## config.mk

```make
export PLATFORM = sky130hd
export DESIGN_NAME = vga_timing_gen
export DESIGN_NICKNAME = d
export VERILOG_FILES = /design/src/rtl/vga_pkg.sv /design/src/rtl/vga_timing_gen.sv
export SDC_FILE = /design/constraint.sdc
export NUM_CORES = 1
export LEC_CHECK = 0
export CORE_MARGIN = 2
export CORE_UTILIZATION = 53
export CTS_CLUSTER_SIZE = 28
export DETAILED_ROUTE_END_ITERATION = 8
export PLACE_DENSITY = 0.81
export SLEW_MARGIN = 20
export SYNTH_ARGS = -nofsm -noshare
export SYNTH_HDL_FRONTEND = slang
export SYNTH_SLANG_ARGS = --single-unit
```

## constraint.sdc

```tcl
create_clock -name pclk -period 6.3 [get_ports pclk]
set_clock_uncertainty 0.15 [all_clocks]
set_input_delay 0.63 -clock pclk [delete_from_list [all_inputs] [get_ports pclk]]
set_output_delay 0.63 -clock pclk [all_outputs]
set_load 0.05 [all_outputs]
```

## src/rtl/vga_pkg.sv

```systemverilog
// Shared raster timing definitions: SVGA 800x600@60 Hz constants, derived totals,
// counter width and a small window-decode helper used by the timing generator,
// overlay, detector and bench.
package vga_pkg;

    // Counter width shared by every stage that consumes hcount/vcount.
    localparam int unsigned CountWidth = 12;
    localparam int unsigned MaxTotal   = 1 << CountWidth;

    typedef logic [CountWidth-1:0] count_t;

    // SVGA 800x600@60 Hz, 40 MHz pixel clock.
    localparam int unsigned SvgaHActive = 800;
    localparam int unsigned SvgaHFp     = 40;
    localparam int unsigned SvgaHSync   = 128;
    localparam int unsigned SvgaHBp     = 88;
    localparam int unsigned SvgaVActive = 600;
    localparam int unsigned SvgaVFp     = 1;
    localparam int unsigned SvgaVSync   = 4;
    localparam int unsigned SvgaVBp     = 23;
    localparam logic        SvgaHPol    = 1'b1;
    localparam logic        SvgaVPol    = 1'b1;

    localparam int unsigned SvgaHTotal = SvgaHActive + SvgaHFp + SvgaHSync + SvgaHBp;
    localparam int unsigned SvgaVTotal = SvgaVActive + SvgaVFp + SvgaVSync + SvgaVBp;

    // True when lo <= v < lo + len.
    function automatic logic in_window(count_t v, int unsigned lo, int unsigned len);
        return (32'(v) >= lo) && (32'(v) < lo + len);
    endfunction

endpackage

```

## src/rtl/vga_timing_gen.sv

```systemverilog
// Free-running VGA raster timing generator. Counters advance on enabled pixel
// clocks; sync/blank are decoded from the next-state counter values so that all
// outputs are registers describing the same pixel in the same cycle.
module vga_timing_gen
    import vga_pkg::*;
#(
    parameter int unsigned H_ACTIVE = SvgaHActive,
    parameter int unsigned H_FP     = SvgaHFp,
    parameter int unsigned H_SYNC   = SvgaHSync,
    parameter int unsigned H_BP     = SvgaHBp,
    parameter int unsigned V_ACTIVE = SvgaVActive,
    parameter int unsigned V_FP     = SvgaVFp,
    parameter int unsigned V_SYNC   = SvgaVSync,
    parameter int unsigned V_BP     = SvgaVBp,
    parameter logic        H_POL    = SvgaHPol,
    parameter logic        V_POL    = SvgaVPol
) (
    input  logic        pclk,
    input  logic        rst,
    input  logic        en,
    output logic [11:0] hcount_out,
    output logic        hsync_out,
    output logic        hblnk_out,
    output logic [11:0] vcount_out,
    output logic        vsync_out,
    output logic        vblnk_out,
    output logic        line_start,
    output logic        frame_start
);

    localparam int unsigned HTotal = H_ACTIVE + H_FP + H_SYNC + H_BP;
    localparam int unsigned VTotal = V_ACTIVE + V_FP + V_SYNC + V_BP;

    // Totals must fit the 12-bit counters.
    if (HTotal > MaxTotal || VTotal > MaxTotal || HTotal == 0 || VTotal == 0) begin : g_bad_params
        $error("vga_timing_gen: H_TOTAL=%0d / V_TOTAL=%0d out of range 1..%0d",
               HTotal, VTotal, MaxTotal);
    end

    localparam count_t HLast = count_t'(HTotal - 1);
    localparam count_t VLast = count_t'(VTotal - 1);

    count_t hc_q, hc_d;
    count_t vc_q, vc_d;
    logic   hsync_q, hsync_d;
    logic   hblnk_q, hblnk_d;
    logic   vsync_q, vsync_d;
    logic   vblnk_q, vblnk_d;
    logic   line_q, line_d;
    logic   frame_q, frame_d;

    // Next raster position and wrap strobes; everything holds while en is low.
    always_comb begin
        hc_d    = hc_q;
        vc_d    = vc_q;
        line_d  = 1'b0;
        frame_d = 1'b0;
        if (en) begin
            if (hc_q == HLast) begin
                hc_d   = '0;
                line_d = 1'b1;
                if (vc_q == VLast) begin
                    vc_d    = '0;
                    frame_d = 1'b1;
                end else begin
                    vc_d = vc_q + count_t'(1);
                end
            end else begin
                hc_d = hc_q + count_t'(1);
            end
        end
    end

    // Sync/blank decode from next-state counters; vc only changes at hc = 0,
    // so vertical sync/blank switch on whole-line boundaries.
    always_comb begin
        hblnk_d = (32'(hc_d) >= H_ACTIVE);
        vblnk_d = (32'(vc_d) >= V_ACTIVE);
        hsync_d = in_window(hc_d, H_ACTIVE + H_FP, H_SYNC) ? H_POL : ~H_POL;
        vsync_d = in_window(vc_d, V_ACTIVE + V_FP, V_SYNC) ? V_POL : ~V_POL;
    end

    // Timing bundle registers with asynchronous reset to the idle raster.
    always_ff @(posedge pclk or posedge rst) begin
        if (rst) begin
            hc_q    <= '0;
            vc_q    <= '0;
            hsync_q <= ~H_POL;
            hblnk_q <= 1'b0;
            vsync_q <= ~V_POL;
            vblnk_q <= 1'b0;
            line_q  <= 1'b0;
            frame_q <= 1'b0;
        end else begin
            hc_q    <= hc_d;
            vc_q    <= vc_d;
            hsync_q <= hsync_d;
            hblnk_q <= hblnk_d;
            vsync_q <= vsync_d;
            vblnk_q <= vblnk_d;
            line_q  <= line_d;
            frame_q <= frame_d;
        end
    end

    assign hcount_out  = hc_q;
    assign vcount_out  = vc_q;
    assign hsync_out   = hsync_q;
    assign hblnk_out   = hblnk_q;
    assign vsync_out   = vsync_q;
    assign vblnk_out   = vblnk_q;
    assign line_start  = line_q;
    assign frame_start = frame_q;

endmodule
```

After elaboration in Yosys (flattened, before gate mapping)
Cells that the tools add are included.

storage, ports and cells
  register bits = 30
  input port bits = 3
  logic and storage cells = 32

operators by class
  reductions and logical operators = 2
  order comparisons = 6
  muxes and demuxes = 12
  equal/unequal tests = 2
  add/sub/neg operators = 2

operators with widths
  cell                     number
  $mux W12                 5
  $ge A12 B10 Y1 const B   4
  $add A12 B1 Y12 const B  2
  $lt A12 B10 Y1 const B   2
  $eq A12 B10 Y1 const B   1
  $eq A12 B11 Y1 const B   1
  $mux W1                  7
  $logic_and A1 B1 Y1      2

Longest topological paths before layout
Gate-level depths: netlist of run 1.

  depth after elaboration = 7
  gate-level depth with buffers = 8
  mapped depth without buffers = 8

Worst setup path before layout of run 1
OpenSTA, ideal clock, no wires.

  path type = reg2reg
  from = register hc_q[0], in the netlist hcount_out[0]
  to = register vblnk_q, in the netlist vblnk_out
  library setup time = 0.128 ns
  stages on the path, launching flop included = 8
  buffers on the path = 0
  period minus slack after synthesis = 2.435 ns
  path slack = 3.865 ns
  arrival = 2.157 ns
  data required time = 6.022 ns
  cell sequence = dfrtp_1 ha_1 and4_1 nand3_4 or4_1 and3_1 nand4_1 a31oi_1

between the ends
  word-level cells in the longest chain between the ends = 4

RTL lines
  item                    line                   RTL
  from (decl)             vga_timing_gen.sv:43   count_t hc_q, hc_d;
  from (signal assigned)  vga_timing_gen.sv:86   hc_q <= '0;
  from (signal assigned)  vga_timing_gen.sv:95   hc_q <= hc_d;
  $eq A12 B11 Y1          vga_timing_gen.sv:59   if (hc_q == HLast) begin
  $mux W12                vga_timing_gen.sv:59
  $mux W12                vga_timing_gen.sv:58   if (en) begin
  $ge A12 B10 Y1          vga_timing_gen.sv:78   vblnk_d = (32'(vc_d) >= V_ACTIVE);
  net vblnk_d             vga_timing_gen.sv:48   logic vblnk_q, vblnk_d;
  to (signal assigned)    vga_timing_gen.sv:100  vblnk_q <= vblnk_d;
  to (decl)               vga_timing_gen.sv:48

The timed path passes the listed nets, and every way through them passes these cells.

Worst setup path after layout of run 1
  from = input en
  to = register vsync_q, in the netlist vsync_out

between the ends
  word-level cells in the longest chain between the ends = 4
  elaborated cells between the ends (all ways) = 5
  those cells by class = order compare: 2; mux: 2; reduce/logical: 1

RTL lines
  item                                                     line                  RTL
  from (decl)                                              vga_timing_gen.sv:20  input logic en,
  $mux W12 (*)                                             vga_timing_gen.sv:58
  $ge A12 B10 Y1 / $lt A12 B10 Y1 (equally long branches)  vga_pkg.sv:29         return (32'(v) >= lo) && (32'(v) < lo + len);
  $logic_and A1 B1 Y1 (*)                                  vga_pkg.sv:29
  $mux W1 (*)                                              vga_timing_gen.sv:80  vsync_d = in_window(vc_d, V_ACTIVE + V_FP, V_SYNC) ? V_POL : ~V_POL;
  net vsync_d                                              vga_timing_gen.sv:47  logic vsync_q, vsync_d;
  to (signal assigned)                                     vga_timing_gen.sv:90  vsync_q <= ~V_POL;
  to (signal assigned)                                     vga_timing_gen.sv:99  vsync_q <= vsync_d;
  to (decl)                                                vga_timing_gen.sv:47

Mark *: on every way through the listed nets, which the timed path passes. The rest lies on a longest branch.

==> results.cfg, run 1 <==
[power]
power_density_nw_per_um2 = 278.4
p_seq_share_pct = 43.7
comb_power_share_pct = 36.3
ir_worst_vdd_uv = 259.2
internal-power_uw = 346.2
leakage_uw = 0.0008877
clockPowerShare_pct = 20.1
swShare_pct = 41.53
switchingPower_uw = 246.0

[worst_hold_path]
hold_class = reg2reg
min_to = hcount_out[11]
hp-start = hcount_out[11]
min_path_cells = 1

[critical_path]
reg2reg_depth = 7
startpoint_type = input port
crit_required_ns = 6.39
crit_path_end_kind = flip-flop
worstSetupPathType = in2reg
cp_max_fo = 15
worstReg2RegStart = vcount_out[1]
r2r_slack_ns = 3.98
crit_arrival_ns = 2.73
reg2reg_to = vsync_out
crit_start = en

[finish]
area_growth_pct = 23.73
drive_gt1_share_pct = 8.451
final_cell_mix = clkdlybuf4s50_1 (32), dfrtp_1 (30), nand2_1 (15)
diodes = 0
layout.nets = 217
stdcell_area_sq_um = 2127
final_common_cell = clkdlybuf4s50_1

[drt]
wl_per_cell_um = 15.38
viasPerCell = 6.016
first_pass_iters = 5
drt-total-wl_um = 3952
post-route-drc-count = 0
vias = 1546
ant_nets = 0
drt_iter0_drc = 80

[clocking]
cts_resized = 0
cts.sinks = 30
cts-buffers-inserted = 5
cts_tree = done
holdBufCountCts = 0
root_buffer = clkbuf_4
clock_latency_ns = 0.33
cts_setup_buffers = 0
htree_levels = 2
cts.reportedPaths.clkPinSlew_ns = 0.09
clk_path_buf_depth = 2

[timing]
setup-tns-final_ns = 0
clock.fmax_mhz = 378.8
slew_viol_final = 0
period_share_pct = 41.91
post-route-min-period_ns = 2.640
worst-slew-pin-transition_ns = 0.6178
slew_headroom_pct = 58.76
rsz0062_at_grt = false
finalHoldViolations = 0
finalSetupViolCount = 0

[synthesis]
async_flop_share_pct = 100.0
synth_nets = 184
synth-edff-count = 0
ys_warn_count = 0
synthCells = 179
yosys.cell_types.count = 45
syn_area_sq_um = 1719
synth_seq_cells = 30
ys_seq_area_share_pct = 43.67
synthFlopType = dfrtp_1
avgSynthCellArea_sq_um = 9.604

[placed_design]
portBuffers = 32
dp_hpwl_um = 2864
gp_congestion = 0.8708
placed_cell_area_sq_um = 2067

[die]
io_pins = 33
rows = 20
core-area_sq_um = 3078
initial_utilization_pct = 55.85
die_x_um = 60.96
die_h_um = 60.96
dieArea_sq_um = 3716

[grt]
grt_max_degree = 31
grt-ovfl-total = 0
antenna_found_initial = 0
grt_pass1_vias = 1500
grt_pass1_wl_um = 6548
grt_usage_pct = 24.20

[run]
cap_violations = 0

[status]
status = complete, no violations
-- kinds of logic after synthesis --
family / share of synthesized area (%)
AO/OA/AOI/OAI: 11.35
XOR/XNOR: 9.680
adder cells (fa/ha/maj): 1.455
buffers and inverters: 3.857
flip-flops: 43.67
multiplexers: 1.965
AND/OR/NAND/NOR: 28.02
-- state kept, by name, summed over array words and instances (netlist names) --
name and cells:
hblnk_out 1, line_start 1, vsync_out 1, hsync_out 1
hcount_out 12, vblnk_out 1, frame_start 1, vcount_out 12
-- area by class of cell --
type | count | area [sq um]
sequential | 30 | 750.7
timing repair buffer | 32 | 320.3
multi-input combinational | 133 | 902.1
clock inverter | 1 | 5.005
fill | 243 | 950.9
tap | 44 | 55.05
clock buffer | 7 | 55.05
inverter | 10 | 38.79
-- Yosys cell counts (4+ instances only) --
cell	n	area share, %
a21oi_1	9	2.6
and3_1	7	2.5
buf_2	4	1.2
dfrtp_1	30	44
inv_1	9	2.0
nand2_1	15	3.3
nand3_1	13	3.8
nand4_1	10	3.6
nor2_1	14	3.1
o21ai_0	5	1.5
xnor2_1	13	6.6
xor2_1	6	3.1
-- power groups by stage --
stage	Clock, uW	Sequential, uW	Combinational [uW]
floorplan	0	326	80.6
global placement	0	259	207
detailed placement	0	261	214
CTS	123	258	215
global route	130	264	228
finish	119	259	215
-- worst max-delay path, stage by stage --
cell and delay [ns]:
clkdlybuf4s50_1 0.61, and4_1 0.36, nand3_4 0.15, clkinv_2 0.21
nand4_4 0.15, o21ai_1 0.26, o21ai_2 0.09, nor4b_2 0.26
-- how the worst max path moves through the flow --
stage | to | slack (ns) | cells past startpoint
3_5_place_dp | vsync_out | 3.34 | 8
6_report | vsync_out | 3.66 | 8
3_3_place_gp | vsync_out | 3.41 | 8
5_1_grt | vsync_out | 3.54 | 8
2_1_floorplan | vblnk_out | 3.86 | 7
4_1_cts | vsync_out | 3.68 | 8
-- through the flow --
stage / hold WS [ns] / util, % / power (uW) / worst slack, ns / std cells
global route: 0.4639 / 69.11 / 622.2 / 3.539 / 257
finish: 0.4279 / 69.11 / 592.2 / 3.660 / 257
global placement: 0.3942 / 67.15 / 466.8 / 3.406 / 249
detailed placement: 0.3996 / 67.15 / 475.3 / 3.339 / 249
CTS: 0.4207 / 69.11 / 595.7 / 3.684 / 257
floorplan: 0.5708 / - / 406.7 / 3.865 / 179
-- per-layer routing --
layer	track usage [%]	vias to the layer above	share of wire [%]	wire [um]
met5	0	-	0	0
met4	13.35	0	2.1	84
met3	6.823	12	6.1	243
met2	41.63	81	52	2063
met1	26.89	734	39	1561
li1	-	719	-	-
No activity file was read; power rests on OpenSTA's default activity.
==> run 2, diff against run 1 <==
--- a/config.mk
+++ b/config.mk
@@ -6,10 +6,10 @@
 export NUM_CORES = 1
 export LEC_CHECK = 0
 export CORE_MARGIN = 2
-export CORE_UTILIZATION = 53
+export CORE_UTILIZATION = 51
 export CTS_CLUSTER_SIZE = 28
 export DETAILED_ROUTE_END_ITERATION = 8
-export PLACE_DENSITY = 0.81
+export PLACE_DENSITY = 0.79
 export SLEW_MARGIN = 20
 export SYNTH_ARGS = -nofsm -noshare
 export SYNTH_HDL_FRONTEND = slang
==> constraint.sdc (replaced) <==
create_clock -name pclk -period 2.6 [get_ports pclk]
set_clock_uncertainty 0.15 [all_clocks]
set_input_delay 0.26 -clock pclk [delete_from_list [all_inputs] [get_ports pclk]]
set_output_delay 0.26 -clock pclk [all_outputs]
set_load 0.05 [all_outputs]
==> results.cfg, run 2 (same netlist as run 1, synthesis figures left out) <==
[critical_path]
crit_arrival_ns = 2.35
crit_required_ns = 2.68
cp_max_fo = 5
crit_chain = ha_1 > and4_1 > nand4_1 > o311ai_0 > nand4_1 > a21oi_1 > a31oi_1
crit_path_end_kind = flip-flop
startpoint_type = flip-flop
worst-path-buf-inv = 0
cp_slowest_stage_delay_ns = 0.46
cpLargestDelayFamily = compound AO/OA/AOI/OAI gates
cp_slowest_cell = o311ai_0
cp_common_cell = nand4_1
worstSetupPathType = reg2reg

[finish]
area_growth_pct = 26.86
final_cell_mix = clkdlybuf4s50_1 (32), dfrtp_1 (30), nand2_1 (15)
layout.nets = 221
diodes = 0
final-seq-area_sq_um = 750.7
final_common_cell = clkdlybuf4s50_1
drive_gt1_share_pct = 9.677
multi_input_area_sq_um = 908.4
instances_no_fill = 263
stdcell_area_sq_um = 2181
fillCellCount = 289

[placed_design]
gp_congestion = 0.8611
dp.cells = 255
placed_cell_area_sq_um = 2100
portBuffers = 32
pre_cts_ws_ns = 0.1798
dp_hpwl_um = 2913

[grt]
grt-ovfl-total = 0
grt_max_degree = 31
grt_usage_pct = 23.73
antenna_found_initial = 0
grt_pass1_wl_um = 6713
grt_pass1_vias = 1486

[drt]
ant_nets = 0
drt-total-wl_um = 4021
vias = 1514
first_pass_iters = 4
post-route-drc-count = 0
drt_iter0_drc = 64
viasPerCell = 5.757
wl_per_cell_um = 15.29

[clocking]
holdBufCountCts = 0
cts.sinks = 30
htree_levels = 2
clk_path_buf_depth = 2
cts.reportedPaths.clkPinSlew_ns = 0.10
root_buffer = clkbuf_4
cts_tree = done
cts_resized = 0
cts_setup_buffers = 0
cts-buffers-inserted = 5
clock_latency_ns = 0.34

[die]
dieArea_sq_um = 3851
initial_utilization_pct = 52.34
core-area_sq_um = 3284
die_x_um = 62.06
die_h_um = 62.06
io_pins = 33
rows = 21

[status]
status = complete, no violations

[timing]
setup_slack_ns = 0.3248
post-route-min-period_ns = 2.275
slew_headroom_pct = 65.53
finalSetupViolCount = 0
slew_viol_final = 0
hold_ws_ns = 0.1333
worst-slew-pin-transition_ns = 0.5155
finalHoldViolations = 0
rsz0062_at_grt = false
period_share_pct = 87.51
clock.fmax_mhz = 439.5
setup-tns-final_ns = 0

[power]
ir_worst_vdd_uv = 670.4
leakage_uw = 0.0009160
power_density_nw_per_um2 = 689.5

[run]
cap_violations = 0

[worst_hold_path]
hold_class = in2async
-- run 2: final timing paths --
check,startpoint,end,slack [ns],depth (start not counted)
min,rst,hcount_out[3],0.13,3
min reg2reg,hcount_out[11],hcount_out[11],0.43,1
max,hcount_out[0],vblnk_out,0.32,7
min in group pclk,hcount_out[11],hcount_out[11],0.43,1
max reg2reg,hcount_out[0],vblnk_out,0.32,7
max in group asynchronous,rst,vcount_out[4],1.88,3
-- run 2: worst register-to-register path, cell delays in order, from the launching register on --
cell	delay, ns
dfrtp_1	0.44
ha_1	0.21
and4_1	0.30
nand4_1	0.20
o311ai_0	0.46
nand4_1	0.15
a21oi_1	0.17
a31oi_1	0.09
-- run 2: per-stage QoR --
step           util, %  power [uW]
6_report         66.40        1504
5_1_grt          66.40        1581
4_1_cts          66.21        1516
3_5_place_dp     63.92        1146
3_3_place_gp     63.92        1131
2_1_floorplan        -       985.5
-- run 2: power by group --
| part | internal, uW | switching (uW) | total [uW] |
|---|---|---|---|
| Sequential | 520 | 104 | 624 |
| Combinational | 191 | 321 | 512 |
| Clock | 204 | 164 | 368 |
-- run 2: final cells by class --
class,instances,area share (%)
well taps,46,2.639
clock inverters,1,1.377
repair buffers,36,16.06
multi-input cells,133,41.65
clock buffers,7,2.065
inverters,10,1.779
flip-flops and latches,30,34.42
-- run 2: metal layers --
metal  GRT usage (%)  vias up  share of wire (%)  wire length, um
met5               0        -                  0                0
met4           12.46        0                3.2              127
met3           4.348       15                4.4              175
met2           40.18       51                 51             2045
met1           28.50      723                 42             1672
li1                -      725                  -                -
==> run 3, diff against run 2 <==
==> constraint.sdc (replaced) <==
create_clock -name pclk -period 2.45 [get_ports pclk]
set_clock_uncertainty 0.15 [all_clocks]
set_input_delay 0.245 -clock pclk [delete_from_list [all_inputs] [get_ports pclk]]
set_output_delay 0.245 -clock pclk [all_outputs]
set_load 0.05 [all_outputs]
==> results.cfg, run 3 (same netlist as run 1, synthesis figures left out) <==
[power]
power_uw = 1599
ir_worst_vdd_uv = 642.7
swShare_pct = 39.14
p_seq_share_pct = 41.4
switchingPower_uw = 625.9
internal-power_uw = 973.2
clockPowerShare_pct = 24.3
power_density_nw_per_um2 = 716.4
comb_power_share_pct = 34.3
leakage_uw = 0.0009471

[die]
initial_utilization_pct = 52.34
core-area_sq_um = 3284
dieArea_sq_um = 3851
die_h_um = 62.06
rows = 21
io_pins = 33
die_x_um = 62.06

[clocking]
cts_tree = done
htree_levels = 2
cts-buffers-inserted = 5
clk_path_buf_depth = 2
root_buffer = clkbuf_4
cts.sinks = 30
cts.reportedPaths.clkPinSlew_ns = 0.09
clock_latency_ns = 0.33

[grt]
gr-usage-met1_pct = 28.81
grt-ovfl-total = 0
grt_pass1_vias = 1439
met2_usage_pct = 38.10
grt_usage_pct = 23.65
busiest_layer = met2
antenna_found_initial = 0
grt_pass1_wl_um = 6617
use_met3_pct = 6.004
grt_max_degree = 31

[timing]
rsz0062_at_grt = false
finalHoldViolations = 0
clock.fmax_mhz = 442.8
finalSetupViolCount = 0
slew_viol_final = 0
post-route-min-period_ns = 2.258
worst-slew-pin-transition_ns = 0.5173
setup-tns-final_ns = 0
period_share_pct = 92.18
slew_headroom_pct = 65.41

[critical_path]
cpLargestDelayFamily = simple AND/OR/NAND/NOR gates
crit_path_end_kind = flip-flop
crit_arrival_ns = 2.32
cp_slowest_cell = or4_1
crit_required_ns = 2.51
cp_slowest_stage_delay_ns = 0.48
startpoint_type = flip-flop
worstSetupPathType = reg2reg
cp_max_fo = 8
worst-path-buf-inv = 0
crit_chain = ha_1 > and4_2 > nand3_4 > or4_1 > and3_1 > nand4_1 > a31oi_1

[finish]
area_growth_pct = 29.84
multi_input_area_sq_um = 907.1
final_cell_mix = clkdlybuf4s50_1 (32), dfrtp_1 (30), nand2_1 (15)
layout.nets = 228
fillCellCount = 271
final_common_cell = clkdlybuf4s50_1
diodes = 0
final-seq-area_sq_um = 750.7
drive_gt1_share_pct = 12.95

[drt]
wl_per_cell_um = 14.88
drt_iter0_drc = 56
ant_nets = 0
first_pass_iters = 4
viasPerCell = 5.748
drt-total-wl_um = 4017
post-route-drc-count = 0
vias = 1552

[status]
status = complete, no violations

[placed_design]
gp_congestion = 0.8876
dp_hpwl_um = 2910
portBuffers = 32

[worst_hold_path]
hold_class = in2async

[run]
cap_violations = 0
[run 3: layout make-up]
cell class	count	area share (%)
Sequential cell	30	33.63
Multi-Input combinational cell	133	40.64
Timing Repair Buffer	43	18.05
Inverter	10	1.738
Clock buffer	7	2.018
Clock inverter	1	1.345
Tap cell	46	2.578
[run 3: final timing paths]
path / from / endpoint / slack (ns) / depth (start not counted)
worst max register to register: hcount_out[0] / vblnk_out / 0.19 / 7
worst min register to register: hcount_out[11] / hcount_out[11] / 0.42 / 1
worst max-delay path: hcount_out[0] / vblnk_out / 0.19 / 7
max in group asynchronous: rst / vcount_out[5] / 1.76 / 3
min in group pclk: hcount_out[11] / hcount_out[11] / 0.42 / 1
worst min-delay path: rst / hcount_out[6] / 0.12 / 3
[run 3: metrics by stage]
step	hold slack, ns	utilization, %	setup slack [ns]	std cells	area [sq um]
finish	0.1195	67.96	0.1915	270	2232
global route	0.1547	67.96	0.03294	270	2232
CTS	0.1190	67.35	0.1536	268	2212
detailed placement	0.4006	65.07	0.02465	260	2137
global placement	0.3847	65.07	0.07898	260	2137
floorplan	0.1858	-	0.01480	179	1719
[run 3: worst min-delay path: stages]
cell and delay, ns:
clkdlybuf4s50_1 0.39, inv_1 0.05, buf_4 0.34
[run 3: routing by layer]
layer / up-vias / routed length [um] / share of wire, %
met4: 0 / 157 / 3.9
li1: 738 / - / -
met5: - / 0 / 0
met3: 18 / 215 / 5.4
met2: 63 / 1970 / 49
met1: 733 / 1673 / 42
[run 3: what timing repair did]
action,in CTS,in global routing
endpoints found under the setup margin,0,2
gates resized for setup,0,2
buffers inserted,0,2
hold buffers,0,0
[run 3: power by group through the flow]
stage / Clock [uW] / Combinational (uW) / Sequential (uW)
6_report: 388 / 549 / 662
5_1_grt: 426 / 588 / 677
3_3_place_gp: 0 / 538 / 665
4_1_cts: 398 / 552 / 662
2_1_floorplan: 0 / 207 / 839
3_5_place_dp: 0 / 549 / 671
